<file path="config.mk">
export PLATFORM = sky130hd
export DESIGN_NAME = multistep_shifter
export DESIGN_NICKNAME = d
export VERILOG_FILES = /design/src/rtl/multistep_shifter.sv
export SDC_FILE = /design/constraint.sdc
export NUM_CORES = 1
export LEC_CHECK = 0
export CELL_PAD_IN_SITES_DETAIL_PLACEMENT = 2
export CELL_PAD_IN_SITES_GLOBAL_PLACEMENT = 2
export CORE_MARGIN = 2
export CORE_UTILIZATION = 31
export CTS_CLUSTER_SIZE = 28
export DETAILED_ROUTE_END_ITERATION = 10
export PLACE_DENSITY_LB_ADDON = 0.1
export SLEW_MARGIN = 30
export SYNTH_ARGS = -nofsm -noshare
export SYNTH_HDL_FRONTEND = slang
export SYNTH_SLANG_ARGS = --single-unit
</file>
<file path="constraint.sdc">
create_clock -name i_clock -period 3.35 [get_ports i_clock]
set_input_delay 0.67 -clock i_clock [delete_from_list [all_inputs] [get_ports i_clock]]
set_output_delay 0.67 -clock i_clock [all_outputs]
set_load 0.01 [all_outputs]
</file>
<file path="src/rtl/multistep_shifter.sv">
// Iterative shifter: moves up to STEP positions per clock for logical, arithmetic and rotate ops.
// Optional sticky output (OR of discarded bits) enabled by defining MULTISTEP_SHIFTER_STICKY_EN.
module multistep_shifter #(
    parameter  int N    = 8,
    parameter  int STEP = 2,
    localparam int W    = $clog2(N) + 1
) (
    input  logic         i_clock,
    input  logic         i_reset,
    input  logic         i_start,
    input  logic         i_direction,
    input  logic [1:0]   i_mode,
    input  logic [N-1:0] i_amount,
    input  logic [N-1:0] i_value,
    output logic         o_busy,
    output logic         o_finished,
    output logic [N-1:0] o_result,
    output logic         o_sticky
);
    localparam int           LOG2N  = $clog2(N);
    localparam logic [W-1:0] STEP_W = W'(STEP);
    localparam logic [W-1:0] N_W    = W'(N);
    localparam logic [N-1:0] N_AMT  = N'(N);

    typedef enum logic [1:0] {IDLE, SHIFT, DONE} state_t;

    state_t       state, state_next;
    logic [N-1:0] work, shift_next;
    logic         dir_q;
    logic [1:0]   mode_q;
    logic [W-1:0] rem, eff_amt, k, inv_k;
    logic         accept, last;

    always_comb begin
        accept = i_start && (state != SHIFT);
        if (i_mode == 2'b10)
            eff_amt = W'(i_amount[LOG2N-1:0]);
        else if (i_amount >= N_AMT)
            eff_amt = N_W;
        else
            eff_amt = i_amount[W-1:0];
        k     = (rem > STEP_W) ? STEP_W : rem;
        inv_k = N_W - k;
        last  = (rem == k);
    end

    always_comb begin
        state_next = state;
        unique case (state)
            IDLE, DONE: begin
                if (accept) state_next = (eff_amt == '0) ? DONE : SHIFT;
                else        state_next = IDLE;
            end
            SHIFT:      if (last) state_next = DONE;
            default:    state_next = IDLE;
        endcase
    end

    // Rotate never moves N or more positions, so inv_k stays in 1..N-1 there.
    always_comb begin
        shift_next = work;
        unique case (mode_q)
            2'b10:   shift_next = dir_q ? ((work << k) | (work >> inv_k))
                                        : ((work >> k) | (work << inv_k));
            2'b01:   shift_next = dir_q ? (work << k) : N'($signed(work) >>> k);
            default: shift_next = dir_q ? (work << k) : (work >> k);
        endcase
    end

    always_ff @(posedge i_clock) begin
        if (i_reset) state <= IDLE;
        else         state <= state_next;
    end

    always_ff @(posedge i_clock) begin
        if (i_reset) begin
            work     <= '0;
            dir_q    <= 1'b0;
            mode_q   <= 2'b00;
            rem      <= '0;
            o_result <= '0;
        end else if (accept) begin
            work   <= i_value;
            dir_q  <= i_direction;
            mode_q <= i_mode;
            rem    <= eff_amt;
            if (eff_amt == '0) o_result <= i_value;
        end else if (state == SHIFT) begin
            work <= shift_next;
            rem  <= rem - k;
            if (last) o_result <= shift_next;
        end
    end

    assign o_busy     = (state == SHIFT);
    assign o_finished = (state == DONE);

`ifdef MULTISTEP_SHIFTER_STICKY_EN
    logic [N:0] low_mask;
    logic       step_out, sticky_acc;

    // Bits leaving this step: top k bits when going left, bottom k when going right.
    always_comb begin
        low_mask = ((N+1)'(1) << k) - (N+1)'(1);
        if (mode_q == 2'b10) step_out = 1'b0;
        else if (dir_q)      step_out = |(work >> inv_k);
        else                 step_out = |(work & low_mask[N-1:0]);
    end

    always_ff @(posedge i_clock) begin
        if (i_reset || accept) begin
            sticky_acc <= 1'b0;
            o_sticky   <= 1'b0;
        end else if (state == SHIFT) begin
            sticky_acc <= sticky_acc | step_out;
            if (last) o_sticky <= sticky_acc | step_out;
        end
    end
`else
    assign o_sticky = 1'b0;
`endif

endmodule

</file>
[Yosys cells after proc, flatten, opt, wreduce, memory -nomap -nowiden]
Index checks and enable logic that the tools add are counted.
Storage, ports and cells
  register bits: 25
  output and inout port bits: 11
  logic and storage cells: 52
Cells by class
  add/subtract/negate cells: 2
  $lt $le $gt $ge: 2
  equal/unequal tests: 9
  shift operators: 5
  mux-type cells: 19
  bitwise gates (word level): 2
  reduce and logical (&&, ||, !) cells: 7
Operators by type and width (number)
  2-to-1 mux 8 bit: 9
  2-to-1 mux 4 bit: 5
  OR 8 bit: 2
  case mux 8 bit (2 select lines): 1
  left shift 8 x 4 -> 8 bit: 2
  >> shifter 8 x 4 -> 8 bit: 2
  >= comparator 8 x 4 -> 1 bit (second input constant): 1
  >>> shifter 8 x 4 -> 8 bit: 1
  == test 2 bit (second input constant): 3
  2-to-1 mux 2 bit: 3
  != test 2 x 1 -> 1 bit (second input constant): 3
  == test 2 x 1 -> 1 bit (second input constant): 2
  == test 4 bit: 1
  > comparator 4 x 2 -> 1 bit (second input constant): 1
  logical NOT 4 bit: 1
  case mux 2 bit (2 select lines): 1
  nonzero test 2 bit: 2
  subtractor 4 bit: 1
  subtractor 4 bit (first input constant): 1
  AND reduction 3 bit: 1
  logical NOT 2 bit: 1
  OR reduction 2 bit: 1
  logical AND 1 bit: 1

[Logic depth before layout (Yosys ltp)]
Gate-level depths: netlist of run 1.
  depth after elaboration: 10
  mapped depth: 13
  depth with buffers taken out: 9

[Least setup slack after synthesis of run 1]
Ideal clock, no wire load.
  path type: flip-flop to flip-flop
  from: register rem[3]
  to: register work[7]
  setup time: 0.095 ns
  data arrival time: 2.845 ns
  slack: 0.410 ns
  cell stages (with the launch flop): 11
  buffers on the path: 3
  clock period less this slack: 2.940 ns
  path through: dfxtp_1 > or4b_1 > buf_6 > buf_2 > ha_1 > clkbuf_1 > nand3_1 > o221ai_1 > o221ai_1 > a211o_1 > a221oi_1
Between the ends
  word-level cells in the longest chain between the ends: 9
Ends and longest elaborated chain
  start: declaration: RTL line 31  | logic [W-1:0] rem, eff_amt, k, inv_k;
  start signal: assignment: RTL line 86  | rem <= eff_amt;
  start signal: assignment: RTL line 90  | rem <= rem - k;
  > comparator 4 x 2 -> 1 bit: RTL line 42  | k = (rem > STEP_W) ? STEP_W : rem;
  2-to-1 mux 4 bit *: RTL line 42
  subtractor 4 bit: RTL line 43  | inv_k = N_W - k;
  left shift 8 x 4 -> 8 bit / >> shifter 8 x 4 -> 8 bit (equally long branches): RTL line 64, 63
  OR 8 bit (on tied branches): RTL line 64, 63
  2-to-1 mux 8 bit: RTL line 63  | 2'b10: shift_next = dir_q ? ((work << k) | (work >> inv_k))
  case mux 8 bit (2 select lines) *: RTL line 62  | unique case (mode_q)
  2-to-1 mux 8 bit *: RTL line 88  | end else if (state == SHIFT) begin
  2-to-1 mux 8 bit *: RTL line 82  | end else if (accept) begin
  end signal: assignment: RTL line 83  | work <= i_value;
  end signal: assignment: RTL line 89  | work <= shift_next;
  end: declaration: RTL line 28  | logic [N-1:0] work, shift_next;
Every way passes the cells marked *; elsewhere a longest branch is shown, timed or not. The select of a mux whose other input is x is not followed.
A chain may end at the register's enable or synchronous reset.

[Final worst setup path of run 1]
Same ends and word-level chain as after synthesis.

==> impl_metrics.env, run 1 <==
export IMPL_clkSlewWorstSetupHoldPaths_ns=0.10
export IMPL_cp_arrival_ns=3.13
export IMPL_fmax_mhz=340
export IMPL_dpl_cell_area_um2=2680
export IMPL_tightest_slew_ns=0.925
export IMPL_port_buffers=31
export IMPL_post_drt_wl_per_cell_um=21.1
export IMPL_start_util_pct=31.8
export IMPL_setup_tns_ns=0
export IMPL_fin_hold_ws_ns=0.474
export IMPL_synth_warnings=0
export IMPL_synth_seq_cells=25
export IMPL_syn_nets=344
export IMPL_worst_path_max_fanout=9
export IMPL_min_period_over_period_pct=87.8
export IMPL_synth_top_family_by_area="compound AO/OA/AOI/OAI gates"
export IMPL_finalSetupViolations=0
export IMPL_clk_insertion_delay_late_ns=0.28
export IMPL_cts_hold_buf=0
export IMPL_cts_sinks=25
export IMPL_clock_skew_ns=0.00474
export IMPL_rows=31
export IMPL_preCtsSetupSlack_ns=0.432
export IMPL_start_kind="register"
export IMPL_layout_drive_gt1_share_pct=7.42
export IMPL_required_ns=3.54
export IMPL_syn_to_final_growth_pct=19.3
export IMPL_synthCells=318
export IMPL_num_vias=2569
export IMPL_layout_nets=364
export IMPL_ys_types=57
export IMPL_synthXorXnorAreaFrac_pct=0
export IMPL_critPathSlowestCell="or4b_1"
export IMPL_synthAdderAreaFrac_pct=2.19
export IMPL_clock_root_buffer="clkbuf_8"
export IMPL_cpPeakStageDelay_ns=0.59
export IMPL_cts_buffer_depth=2
export IMPL_numCtsBuffers=3
export IMPL_vias_per_cell=5.89
export IMPL_r2r_start="rem[3]"
export IMPL_status="finished clean"
export IMPL_relSlewSlack_pct=38.3
export IMPL_worstPathCellList="or4b_1 > ha_1 > clkinv_1 > mux4_2 > and2_0 > o221ai_1 > a211o_1 > a221oi_1"
export IMPL_worst_slack_ns=0.408
export IMPL_cap_violations=0
export IMPL_dieArea_um2=8060
export IMPL_first_iter_violations=205
export IMPL_ant_nets=0
export IMPL_hold_violations=0
export IMPL_p_leak_nw=1.03
export IMPL_ioPinCount=33
export IMPL_antenna_found_initial=0
export IMPL_fin_crit_ns=2.94
export IMPL_drt_first_pass_iters=4
export IMPL_fillers=865
export IMPL_grt_usage_pct=23.3
export IMPL_grt_pass1_wl_mm=15.1
export IMPL_hold_class="reg -> reg"
export IMPL_yosys_mux_area_fraction_pct=11.4
export IMPL_cts_resized=0
export IMPL_place_hpwl_mm=6.94
export IMPL_post_cts_buffers=0
export IMPL_synth_compound_area_share_pct=31.3
export IMPL_core_um2=7180
export IMPL_drcViolationCount=0
export IMPL_overflow=0
export IMPL_first_global_vias=2683
export IMPL_dp_cells=432
export IMPL_cts_htree_levels=1
export IMPL_grt_max_degree=27
export IMPL_synth_main_ff_cell="dfxtp_1"
export IMPL_final_area_um2=2720
export IMPL_finalWirelength_mm=9.22
export IMPL_yosysSeqAreaShare_pct=21.9
export IMPL_slew_viol_final=0
export IMPL_instances_no_fill=436
export IMPL_routabilityCongestion=0.893
export IMPL_die_h_um=89.8
export IMPL_ys_async_sr_fraction_pct=0
export IMPL_die_x_um=89.8
export IMPL_syn_area_um2=2280
export IMPL_synthSimpleGateAreaFrac_pct=24.2
export IMPL_ir_worst_vdd_uv=146
export IMPL_powerDensity_nw_per_um2=364
export IMPL_rsz0062_at_grt="no"
export IMPL_min_from="o_result[4]"
export IMPL_startpoint="rem[3]"
export IMPL_critPathKind="reg -> reg"
export IMPL_synth_edf_count=0
export IMPL_cts_tree="yes"
export IMPL_worstSetupEndpointType="register"
export IMPL_antennaDiodeCount=0
export IMPL_syn_area_per_cell_um2=7.17
==> flip-flops by register name (all words and copies together), names as in the netlist <==
name      count
dir_q         1
mode_q        2
o_result      8
rem           4
state         2
work          8
==> area by class of cell <==
cell class,instances,area [µm²],share of cell area [%]
Clock buffer,4,45.0,1.66
Sequential cell,25,500,18.4
Timing Repair Buffer,45,415,15.3
Tap cell,99,124,4.55
Inverter,14,52.6,1.93
Multi-Input combinational cell,249,1580,58.2
==> where the power goes <==
part / leakage, nW / internal, mW / total (mW) / switching [mW]
sequential: 0.205 / 0.322 / 0.371 / 0.0489
clock: 0.0228 / 0.0855 / 0.194 / 0.108
combinational: 0.804 / 0.178 / 0.426 / 0.248
==> cell usage in the layout (no fill, tap or decap), types with 8 or more instances in the layout <==
master | synthesis | final
mux2i_1 | 18 | 18
o21ai_0 | 14 | 14
a211oi_1 | 8 | 8
dfxtp_1 | 25 | 25
nor3_1 | 12 | 12
clkdlybuf4s50_1 | 0 | 31
nand2_1 | 32 | 32
nand3_1 | 16 | 16
buf_4 | 2 | 14
a21oi_1 | 26 | 26
nor2_1 | 31 | 31
inv_1 | 12 | 12
==> metrics by stage <==
step	power, mW	utilization (%)
floorplan	0.636	-
global placement	0.786	37.3
detailed placement	0.798	37.3
CTS	0.995	37.9
global route	1.06	37.9
finish	0.991	37.9
==> cells in the mapped netlist, types with 6 or more instances <==
| cell | number | share of area [%] |
|---|---|---|
| a21oi_1 | 26 | 5.7 |
| inv_1 | 12 | 2.0 |
| o21ai_0 | 14 | 3.1 |
| nor2b_1 | 7 | 1.9 |
| dfxtp_1 | 25 | 22 |
| nor3_1 | 12 | 2.6 |
| clkbuf_1 | 22 | 3.6 |
| nand2_1 | 32 | 5.3 |
| nand2b_1 | 6 | 1.6 |
| nor2_1 | 31 | 5.1 |
| mux2i_1 | 18 | 7.9 |
| nand3_1 | 16 | 3.5 |
| a211oi_1 | 8 | 2.6 |
==> layer usage <==
layer / wire (µm) / vias to the layer above / global-route usage, %
li1: - / 1208 / -
met1: 4390 / 1284 / 33.2
met2: 4210 / 69 / 38.1
met3: 534 / 8 / 2.93
met4: 87 / 0 / 4.23
met5: 0 / - / 0
==> final timing paths <==
check           endpoint  slack (ns)  depth (start not counted)
max              work[7]        0.41                          8
min          o_result[4]        0.47                          2
max reg2reg      work[7]        0.41                          8
min reg2reg  o_result[4]        0.47                          2
==> worst max-delay path: cells and delay by family (launching register included) <==
kind,cells,cell delay (ns)
AOI/OAI and AO/OA,3,0.68
buffers and inverters,1,0.29
adders and majority gates,1,0.47
DFF,1,0.37
muxes,1,0.32
and+or+nand+nor,2,0.72
==> cells by family after synthesis <==
family                   Yosys count
other                              2
adder cells (fa/ha/maj)            4
AND/OR/NAND/NOR                  118
multiplexers                      23
flip-flops                        25
AO/OA/AOI/OAI                    102
buffers and inverters             44
Note: power is estimated with default switching activity, not from simulation.
==> inputs of run 2 (changes only) <==
Settings changed: CORE_MARGIN 2 to default, HOLD_SLACK_MARGIN from default to 0.05.
==> run 2 against run 1 <==
Effect of this change:
- combinational power is essentially flat
- sequential share of layout area is essentially flat
- fmax grew 1.4%
- clock power shrank 3%
- via count shrank 0.54%
- critical endpoint unchanged
==> impl_metrics.env, run 2 (same netlist as run 1, synthesis figures left out) <==
export IMPL_cts_buffer_depth=2
export IMPL_multiInputGateArea_um2=1580
export IMPL_drcViolationCount=0
export IMPL_final_common_cell="nand2_1"
export IMPL_cap_violations=0
export IMPL_core_um2=6940
export IMPL_holdPathStages=2
export IMPL_cp_top_family="simple AND/OR/NAND/NOR gates"
export IMPL_worstSetupEndpointType="register"
export IMPL_fin_crit_ns=2.90
export IMPL_tightest_slew_ns=0.776
export IMPL_worst_path_max_fanout=9
export IMPL_die_h_um=87.8
export IMPL_cts_htree_levels=1
export IMPL_cp_arrival_ns=3.08
export IMPL_r2r_start="rem[3]"
export IMPL_clk_insertion_delay_late_ns=0.27
export IMPL_hold_class="reg -> reg"
export IMPL_syn_to_final_growth_pct=19.5
export IMPL_cpPeakStageDelay_ns=0.57
export IMPL_drt_first_pass_iters=4
export IMPL_rsz0062_at_grt="no"
export IMPL_ioPinCount=33
export IMPL_clkSlewWorstSetupHoldPaths_ns=0.09
export IMPL_largestRegisters="o_result x8, work x8, rem x4"
export IMPL_rows=30
export IMPL_critPathKind="reg -> reg"
export IMPL_grt_pass1_wl_mm=14.6
export IMPL_relSlewSlack_pct=48.2
export IMPL_fmax_mhz=345
export IMPL_first_global_vias=2652
export IMPL_cts_resized=0
export IMPL_first_iter_violations=185
export IMPL_grt_usage_pct=24.9
export IMPL_routabilityCongestion=0.916
export IMPL_layout_nets=365
export IMPL_required_ns=3.53
export IMPL_r2r_end="work[7]"
export IMPL_status="finished clean"
export IMPL_setup_tns_ns=0
export IMPL_p_leak_nw=1.04
export IMPL_grt_max_degree=23
export IMPL_clock_skew_ns=0.00130
export IMPL_place_hpwl_mm=6.79
export IMPL_ant_nets=0
export IMPL_most_common_layout_cells="nand2_1 (32), nor2_1 (31), clkdlybuf4s50_1 (31)"
export IMPL_port_buffers=31
export IMPL_min_period_over_period_pct=86.6
export IMPL_instances_no_fill=434
export IMPL_cts_tree="yes"
export IMPL_ir_worst_vdd_uv=172
export IMPL_rrSetupSlack_ns=0.45
export IMPL_vias_per_cell=5.89
export IMPL_post_drt_wl_per_cell_um=20.6
export IMPL_dp_cells=430
export IMPL_dieArea_um2=7700
export IMPL_numCtsBuffers=3
export IMPL_die_x_um=87.8
export IMPL_layout_drive_gt1_share_pct=7.99
export IMPL_start_kind="register"
export IMPL_hold_violations=0
export IMPL_cts_sinks=25
export IMPL_antenna_found_initial=0
export IMPL_cp_num_buf_inv=1
export IMPL_fillers=821
export IMPL_antennaDiodeCount=0
export IMPL_start_util_pct=32.8
export IMPL_overflow=0
export IMPL_critPathSlowestCell="or4b_1"
export IMPL_slew_viol_final=0
export IMPL_worstPathCellList="or4b_1 > ha_1 > clkinv_1 > mux4_2 > and2_0 > o221ai_1 > a211o_1 > a221oi_1"
export IMPL_cts_hold_buf=0
export IMPL_powerDensity_nw_per_um2=362
export IMPL_num_vias=2555
export IMPL_post_cts_buffers=0
export IMPL_regArea_um2=500
export IMPL_finalSetupViolations=0
export IMPL_finalWirelength_mm=8.95
export IMPL_reg2reg_depth=8
export IMPL_cp_depth=8
export IMPL_min_from="o_result[5]"
export IMPL_hold_end="o_result[5]"
export IMPL_clock_root_buffer="clkbuf_8"
run 2: how the worst max path moves through the flow:
stage / from / end / slack [ns]
finish: rem[3] / work[7] / 0.45
global route: rem[3] / work[7] / 0.25
CTS: rem[3] / work[7] / 0.42
detailed placement: rem[3] / work[7] / 0.44
global placement: rem[3] / o_result[4] / 0.56
floorplan: rem[3] / work[7] / 0.41
run 2: routing by layer:
| layer | part of all wire, % | routed length, µm | GRT usage (%) |
|---|---|---|---|
| met3 | 3.5 | 311 | 2.54 |
| met4 | 0.65 | 58 | 4.47 |
| met2 | 47 | 4170 | 41.9 |
| met5 | 0 | 0 | 0 |
| met1 | 49 | 4410 | 34.7 |
run 2: power breakdown:
group          switching [mW]  leakage [nW]  internal, mW
clock network           0.104        0.0255        0.0834
registers              0.0490         0.205         0.322
logic                   0.246         0.810         0.180
total                   0.400          1.04         0.586
run 2: area by class of cell:
class / instances / share of cell area, %
sequential: 25 / 18.4
clock inverter: 1 / 0.184
multi-input combinational: 249 / 58.1
tap: 96 / 4.41
inverter: 14 / 1.93
clock buffer: 3 / 1.52
timing repair buffer: 46 / 15.5
run 2: worst min-delay path, cell delays in order, from the launching register on:
cell and delay [ns]:
dfxtp_1 0.32, nand2_1 0.05, a21oi_1 0.05
run 2: per-stage QoR:
step / utilization [%] / setup WS (ns) / area [µm²] / hold WS, ns / power [mW]
after floorplan: - / 0.410 / 2280 / 0.453 / 0.636
after CTS: 39.2 / 0.421 / 2730 / 0.477 / 0.992
final: 39.2 / 0.448 / 2730 / 0.465 / 0.985
after global routing: 39.2 / 0.252 / 2730 / 0.514 / 1.05
after global placement: 38.6 / 0.557 / 2680 / 0.451 / 0.791
after detailed placement: 38.6 / 0.441 / 2680 / 0.459 / 0.800
